File: src/rtl/sprite_pkg.sv
// sprite_pkg: shared sprite command type, framing length and assembler state.
package sprite_pkg;
    typedef struct packed {
        logic [7:0]  id;
        logic [15:0] x;
        logic [15:0] y;
        logic [7:0]  scale;
    } sprite_cmd_t;
    localparam int SPRITE_CMD_BYTES = 6;
    typedef enum logic [2:0] {S_ID, S_XH, S_XL, S_YH, S_YL, S_SC} asm_state_t;
    function automatic asm_state_t next_state(asm_state_t s);
        return s == S_SC ? S_ID : asm_state_t'(s + 3'd1);
    endfunction
endpackage

File: src/rtl/sync_fifo.sv
// sync_fifo: show-ahead FIFO with registered head and occupancy count.
module sync_fifo #(
    parameter int W     = 48,
    parameter int DEPTH = 16,
    parameter int CNT_W = $clog2(DEPTH + 1)
) (
    input  logic             clock,
    input  logic             fb_resetting,
    input  logic             push,
    input  logic [W-1:0]     wdata,
    input  logic             pop,
    output logic [W-1:0]     head,
    output logic             empty,
    output logic             full,
    output logic [CNT_W-1:0] count
);
    localparam int AW = $clog2(DEPTH);
    logic [W-1:0]     mem [DEPTH];
    logic [AW-1:0]    wr_q, wr_d, rd_q, rd_d;
    logic [CNT_W-1:0] cnt_q, cnt_d;
    logic [W-1:0]     head_q, head_d;
    logic             do_push, do_pop;
    assign empty   = cnt_q == '0;
    assign full    = cnt_q == CNT_W'(DEPTH);
    assign do_push = push && !full;
    assign do_pop  = pop && !empty;
    assign head    = head_q;
    assign count   = cnt_q;
    // Head is loaded from the post-edge view of the array so a new entry shows one cycle after its write.
    always_comb begin
        wr_d   = wr_q + AW'(do_push);
        rd_d   = rd_q + AW'(do_pop);
        cnt_d  = cnt_q + CNT_W'(do_push) - CNT_W'(do_pop);
        head_d = (do_push && wr_q == rd_d) ? wdata : (cnt_d == '0 ? head_q : mem[rd_d]);
    end
    always_ff @(posedge clock)
        if (do_push) mem[wr_q] <= wdata;
    always_ff @(posedge clock or posedge fb_resetting)
        if (fb_resetting) begin
            wr_q   <= '0;
            rd_q   <= '0;
            cnt_q  <= '0;
            head_q <= '0;
        end else begin
            wr_q   <= wr_d;
            rd_q   <= rd_d;
            cnt_q  <= cnt_d;
            head_q <= head_d;
        end
endmodule

File: src/rtl/sprite_draw_queue.sv
// sprite_draw_queue: assembles byte-serial sprite commands and queues them for the sprite driver.
module sprite_draw_queue
    import sprite_pkg::*;
#(
    parameter int DEPTH = 16,
    parameter int CNT_W = $clog2(DEPTH + 1)
) (
    input  logic             clock,
    input  logic             fb_resetting,
    input  logic             cmd_valid,
    input  logic [7:0]       cmd_byte,
    output logic             cmd_ready,
    input  logic             cmd_sync,
    input  logic             sprite_queue_dequeue,
    output logic             sprite_queue_is_empty,
    output logic [7:0]       sprite_queue_sprite_id,
    output logic [15:0]      sprite_queue_sprite_x,
    output logic [15:0]      sprite_queue_sprite_y,
    output logic [7:0]       sprite_queue_sprite_scale,
    output logic [CNT_W-1:0] queue_count,
    output logic             overflow,
    output logic             underflow
);
    asm_state_t  state_q, state_d;
    logic [39:0] part_q, part_d;
    logic        overflow_q, overflow_d, underflow_q, underflow_d;
    logic        full, accept, push;
    sprite_cmd_t wdata, head;
    assign cmd_ready = !(state_q == S_SC && full);
    assign accept    = cmd_valid && cmd_ready && !cmd_sync;
    assign push      = accept && state_q == S_SC;
    assign wdata     = sprite_cmd_t'({part_q, cmd_byte});
    // The first five bytes shift in as {id, x, y}; the scale byte goes straight to the FIFO.
    always_comb begin
        part_d      = (accept && state_q != S_SC) ? {part_q[31:0], cmd_byte} : part_q;
        state_d     = cmd_sync ? S_ID : (accept ? next_state(state_q) : state_q);
        overflow_d  = overflow_q || (cmd_sync && state_q != S_ID) || (cmd_valid && !cmd_ready);
        underflow_d = underflow_q || (sprite_queue_dequeue && sprite_queue_is_empty);
    end
    always_ff @(posedge clock or posedge fb_resetting)
        if (fb_resetting) begin
            state_q     <= S_ID;
            part_q      <= '0;
            overflow_q  <= 1'b0;
            underflow_q <= 1'b0;
        end else begin
            state_q     <= state_d;
            part_q      <= part_d;
            overflow_q  <= overflow_d;
            underflow_q <= underflow_d;
        end
    sync_fifo #(.W($bits(sprite_cmd_t)), .DEPTH(DEPTH), .CNT_W(CNT_W)) u_fifo (
        .clock       (clock),
        .fb_resetting(fb_resetting),
        .push        (push),
        .wdata       (wdata),
        .pop         (sprite_queue_dequeue),
        .head        (head),
        .empty       (sprite_queue_is_empty),
        .full        (full),
        .count       (queue_count)
    );
    assign sprite_queue_sprite_id    = head.id;
    assign sprite_queue_sprite_x     = head.x;
    assign sprite_queue_sprite_y     = head.y;
    assign sprite_queue_sprite_scale = head.scale;
    assign overflow                  = overflow_q;
    assign underflow                 = underflow_q;
endmodule
File: config.mk
export PLATFORM = sky130hd
export DESIGN_NAME = sprite_draw_queue
export DESIGN_NICKNAME = d
export VERILOG_FILES = /design/src/rtl/sprite_pkg.sv /design/src/rtl/sync_fifo.sv /design/src/rtl/sprite_draw_queue.sv
export SDC_FILE = /design/constraint.sdc
export NUM_CORES = 1
export LEC_CHECK = 0
export CORE_ASPECT_RATIO = 0.5
export CORE_MARGIN = 10
export CORE_UTILIZATION = 24
export DETAILED_ROUTE_END_ITERATION = 7
export GPL_ROUTABILITY_DRIVEN = 0
export GPL_TIMING_DRIVEN = 0
export PLACE_DENSITY = 0.35
export SETUP_SLACK_MARGIN = 0.15
export SYNTH_ARGS = -nofsm -noshare
export SYNTH_HDL_FRONTEND = slang
export SYNTH_SLANG_ARGS = --single-unit
File: constraint.sdc
create_clock -name clock -period 6.45 [get_ports clock]
set_input_delay 1.29 -clock clock [delete_from_list [all_inputs] [get_ports clock]]
set_output_delay 1.29 -clock clock [all_outputs]
set_load 0.005 [all_outputs]
# Word-level counts from Yosys, hierarchy flattened

Memory sizes are Yosys's and may differ from the RTL's. A register that Yosys moved wholly into a read port is not among the register bits.
Index checks and enable logic that the tools add are counted.

Add/subtract/negate cells: 5
Eq/ne operators: 5
Multiplexer cells: 5
Reduce and logical (&&, ||, !) cells: 22

Operators with widths:

| cell                  | number |
|---|---|
| $logic_and A1 B1 Y1   | 11 |
| $logic_not A5 Y1      | 2 |
| $mux W3               | 3 |
| $add A4 B1 Y4         | 2 |
| $add A5 B1 Y5         | 1 |
| $eq A5 B5 Y1 const B  | 1 |
| $sub A5 B1 Y5         | 1 |
| $eq A4 B4 Y1          | 1 |
| $logic_not A1 Y1      | 4 |
| $add A3 B1 Y3 const B | 1 |
| $eq A3 B3 Y1 const B  | 1 |
| $logic_or A1 B1 Y1    | 3 |
| $ne A3 B3 Y1 const B  | 1 |
| $reduce_bool A3 Y1    | 1 |
| $mux W1               | 2 |
| $ne A2 B1 Y1 const B  | 1 |
| $reduce_bool A2 Y1    | 1 |

Flip-flop bits (word level): 58
Output and inout bits: 57
RAM bits: 768
Input bits: 13
Memories kept: 1

Memory list:

| memory     | depth | width | read ports | clocked after Yosys merged registers in | write ports | RTL line        | source |
|---|---|---|---|---|---|---|---|
| u_fifo.mem | 16    | 48    | 1          | 1                                       | 1           | sync_fifo.sv:18 | `logic [W-1:0] mem [DEPTH];` |

# Depth between registers and ports, before layout

Word-level depth: 11
Depth in mapped cells: 18

# Cells and area by module

A second synthesis with hierarchy kept.

Cells, all modules: 2943
Area, all modules: 39286.4 um2

By module, submodules not included:

| module            | area an instance (um2) | cells an instance | seq. area each (um2) | times used |
|---|---|---|---|---|
| sync_fifo         | 37335.8                | 2834              | 24588.6              | 1 |
| sprite_draw_queue | 1950.6                 | 109               | 1126.1               | 1 |

# Worst setup path before layout

Ideal clock, no wire load.

Path type: input to register
From: in cmd_valid
To: mem u_fifo.mem[0][0], enable pin
Library setup time: 0.513 ns
Setup slack: 0.713 ns
Buffers on the path: 0
Data required time: 5.937 ns
Data arrival time: 5.224 ns
Cell stages on the path: 4
Cell sequence: nor2b_1 nand3b_1 or3_1 nor3_1

Longest elaborated chain between the ends: 6

Ends and longest elaborated chain:

| element                          | RTL line                | source |
|---|---|---|
| start, declared                  | sprite_draw_queue.sv:10 | `input logic cmd_valid,` |
| $logic_and A1 B1 Y1 (2 in a row) | sprite_draw_queue.sv:30 | `assign accept = cmd_valid && cmd_ready && !cmd_sync;` |
| $logic_and A1 B1 Y1              | sprite_draw_queue.sv:31 | `assign push = accept && state_q == S_SC;` |
| $logic_and A1 B1 Y1              | sync_fifo.sv:25         | `assign do_push = push && !full;` |
| $mux W1                          | sync_fifo.sv:37         | `if (do_push) mem[wr_q] <= wdata;` |
| $mux W1 (not written as such)    | sync_fifo.sv:37         |  |
| end, declared                    | sync_fifo.sv:18         |  |

Every way passes these cells.

# Worst setup path in the final report

From: in cmd_valid
To: reg u_fifo.head_q[37], in the netlist u_fifo.head[37] (read register of u_fifo.mem)

Longest elaborated chain between the ends: 8
Elaborated cells on any way between the ends: 9
Classes of those cells: add/sub: 2; eq/ne: 1; reduce/logical: 6

Ends and longest elaborated chain:

| element                            | RTL line                | source |
|---|---|---|
| $logic_and A1 B1 Y1 * (2 in a row) | sprite_draw_queue.sv:30 |  |
| $logic_and A1 B1 Y1 *              | sprite_draw_queue.sv:31 |  |
| $logic_and A1 B1 Y1 *              | sync_fifo.sv:25         |  |
| $add A5 B1 Y5                      | sync_fifo.sv:33         | `cnt_d = cnt_q + CNT_W'(do_push) - CNT_W'(do_pop);` |
| $sub A5 B1 Y5                      | sync_fifo.sv:33         |  |
| $logic_not A5 Y1                   | sync_fifo.sv:34         | `head_d = (do_push && wr_q == rd_d) ? wdata : (cnt_d == '0 ? head_q : mem[rd_d]);` |
| $ne A2 B1 Y1 (no line) *           | --                      |  |
| end, declared                      | sync_fifo.sv:21         | `logic [W-1:0] head_q, head_d;` |

Every way passes the cells marked *; elsewhere a longest branch is shown, timed or not.
A chain may end at the register's enable or synchronous reset.

==> impl_metrics.yaml <==
outcome:
  status: "completed"
clock_tree:
  clk_path_buf_depth: 3
  holdBufCountCts: 0
  htree_levels: 3
  cts_buffers: 90
  cts_resized: 0
  insertion_delay_ps: 690
  cts_tree: "built"
  cts_root_buffer: "clkbuf_16"
  cts_sinks: 874
  clk_pin_slew_ps: 60
  post_cts_buffers: 0
hold_path:
  hold_depth: 1
  holdPathEnd: "underflow$_DFF_PP0_"
  min_from: "underflow$_DFF_PP0_"
  min_path_type: "register to register"
final_layout:
  stdcell_count: 3733
  fin_nets: 1816
  drive_gt1_share_pct: 27.3
  syn_to_final_growth_pct: 21.6
  fin_util_pct: 29.5
  fill_cells: 13400
drt:
  postRouteAntennaNets: 0
  wl_per_cell_um: 26.3
  drt_iter0_drc: 1483
  first_pass_iters: 5
  via_per_inst: 4.39
  drc_errors: 0
  finalWirelength_um: 98000
  num_vias: 16400
critical_path:
  worstReg2RegEnd: "u_fifo.head[37]$_DFFE_PP0P_"
  reg2reg_depth: 17
  cp-end-kind: "register"
  cpPeakStageDelay_ps: 590
  crit_family: "buffers and inverters"
  cp_max_fo: 10
  slowest_stage: "clkbuf_1"
  criticalPathCategory: "primary input to register"
  rr_startpoint: "u_fifo.count[2]$_DFF_PP0_"
  path_cells: "clkdlybuf4s50_1 > nor2b_1 > nand3b_1 > inv_1 > ha_1 > inv_1 > fa_1 > nand2b_1 > a21oi_1 > xor2_1 > nand3_1 > clkbuf_1 > clkbuf_1 > o21ai_1 > a21oi_1"
  critical_path_buf_inv_count: 5
  cp.required_ps: 7040
  ff2ff_setup_slack_ps: 1640
  cp.arrival_ps: 5490
  start_kind: "primary input"
synth:
  synth.net_count: 1593
  async_reset_ff_share_pct: 12.1
  ys_types: 42
  yosys.area.top_type: "edfxtp_1"
  ys.flop_type: "edfxtp_1"
  yosysSeqAreaShare_pct: 76.9
  synth_most_common_cell: "edfxtp_1"
  synth_area_leaders: "edfxtp_1, mux4_2, dfrtp_1"
  ys_top_cells_by_count: "edfxtp_1, mux4_2, dfrtp_1"
  synth_edf_count: 768
  syn_area_mm2: 0.0334
  syn_area_per_cell_um2: 21.3
  yosysTopAreaCellShare_pct: 69.0
  yosysWarnings: 0
  syn_inst: 1569
  ys_ff_latch: 874
power:
  clkPwrFrac_pct: 27.8
  power.share.switching_pct: 33.0
  power_switching_mw: 6.24
  vdd_drop_max_mv: 0.249
  comb_power_share_pct: 32.6
  finalPower_mw: 18.9
  leakagePower_nw: 13.2
  pwr_density_cell_mw_per_mm2: 466
  p_int_mw: 12.7
  p_seq_share_pct: 39.6
placed_design:
  hpwl_um: 64100
  portBuffers: 69
  dp.cells: 3562
sta:
  skew_ps: 26.5
  worst_slew_pin_slew_ps: 1040
  finalSetupViolCount: 0
  period_share_pct: 75.9
  slew_headroom_pct: 30.5
  whs_ps: 454
  hold_violations: 0
  rsz0062_at_grt: "no"
  period_needed_ps: 4900
  drv_slew: 0
  setup_tns_ps: 0
  fmax_ghz: 0.204
floorplan:
  core_area_mm2: 0.138
  rows: 96
  die-area_mm2: 0.155
  initial_utilization_pct: 24.3
  ios: 70
  dieHeight_um: 284
  die-width_um: 548
grt:
  grt_max_degree: 60
  grt_pass1_wl_um: 139000
  grt_usage_pct: 12.4
  grt_overflow: 0
  grt_pass1_vias: 17700
  antenna_found_initial: 2
job:
  maxCapViolCount: 0
registers in the layout, summed over array words and instances, names as in the netlist:
name          cells
u_fifo.mem      768
u_fifo.head      48
part_q           40
u_fifo.count      5
u_fifo.rd_q       4
u_fifo.wr_q       4
state_q           3
overflow          1
underflow         1
area by class of cell:
class / instances / area (um2) / share of cell area (%)
Antenna cell: 2 / 5.00 / 0.0123
Timing Repair Buffer: 131 / 1830 / 4.50
Clock buffer: 117 / 2500 / 6.14
Buffer: 90 / 499 / 1.23
Multi-Input combinational cell: 591 / 7260 / 17.9
Sequential cell: 874 / 25700 / 63.3
Clock inverter: 52 / 448 / 1.10
Tap cell: 1862 / 2330 / 5.73
Inverter: 14 / 60.1 / 0.148
stage by stage:
stage	instance area, um2	worst slack, ps
after floorplan	33400	713
after global placement	36400	-5490
after detailed placement	37700	694
after CTS	40600	1360
after global routing	40600	1130
final	40600	1550
worst register-to-register path: stages (launching register included):
cell	delay (ps)
dfrtp_1	400
inv_1	90
ha_1	190
nor4b_1	520
nor2b_1	270
ha_1	330
inv_1	50
ha_1	160
inv_1	60
fa_1	410
nand2b_1	160
a21oi_1	150
xor2_1	120
nand3_1	280
clkbuf_1	600
clkbuf_1	540
o21ai_1	220
a21oi_1	170
power by group through the flow:
| stage | clock network [mW] | registers (mW) | logic (mW) |
|---|---|---|---|
| final | 5.26 | 7.50 | 6.18 |
| after global routing | 5.66 | 7.59 | 6.76 |
| after detailed placement | 0 | 7.65 | 6.40 |
| after floorplan | 0 | 7.31 | 4.04 |
| after global placement | 0 | 7.63 | 6.42 |
| after CTS | 5.44 | 7.53 | 6.41 |
metal layers:
metal | vias up | track usage (%) | share of wire (%)
li1 | 6986 | - | -
met5 | - | 0 | 0
met3 | 110 | 2.27 | 3.8
met2 | 308 | 19.7 | 46
met1 | 9001 | 17.7 | 48
met4 | 0 | 2.65 | 1.7
worst max-delay path by stage:
stage,start,endpoint,slack [ps],depth (start not counted)
2_1_floorplan,cmd_valid,u_fifo.mem[0][0]$_DFFE_PP_,710,4
3_3_place_gp,cmd_valid,u_fifo.mem[0][17]$_DFFE_PP_,-5490,5
3_5_place_dp,cmd_valid,u_fifo.head[37]$_DFFE_PP0P_,690,15
4_1_cts,u_fifo.count[2]$_DFF_PP0_,u_fifo.head[37]$_DFFE_PP0P_,1360,17
5_1_grt,u_fifo.count[2]$_DFF_PP0_,u_fifo.head[40]$_DFFE_PP0P_,1130,17
6_report,cmd_valid,u_fifo.head[37]$_DFFE_PP0P_,1550,15
cell families after synthesis:
group                      after synthesis  synth area share, %
DFF                                    874                 76.9
AOI/OAI and AO/OA                      244                 4.95
muxes                                  235                 14.4
buffers and inverters                  104                 1.66
and+or+nand+nor                         89                 1.23
xor gates and xnor gates                12                0.416
adders and majority gates               11                0.434
placed cells by master, fill, tap and decap left out, types with 40 or more instances in the layout:
cell type and instances:
mux4_2 192, mux2_2 40, edfxtp_1 768, clkdlybuf4s50_1 69
nor2_1 41, dfrtp_1 106, a22o_1 56, clkbuf_1 45
a21oi_1 80, clkbuf_16 92
(Power assumes the default switching activity.)
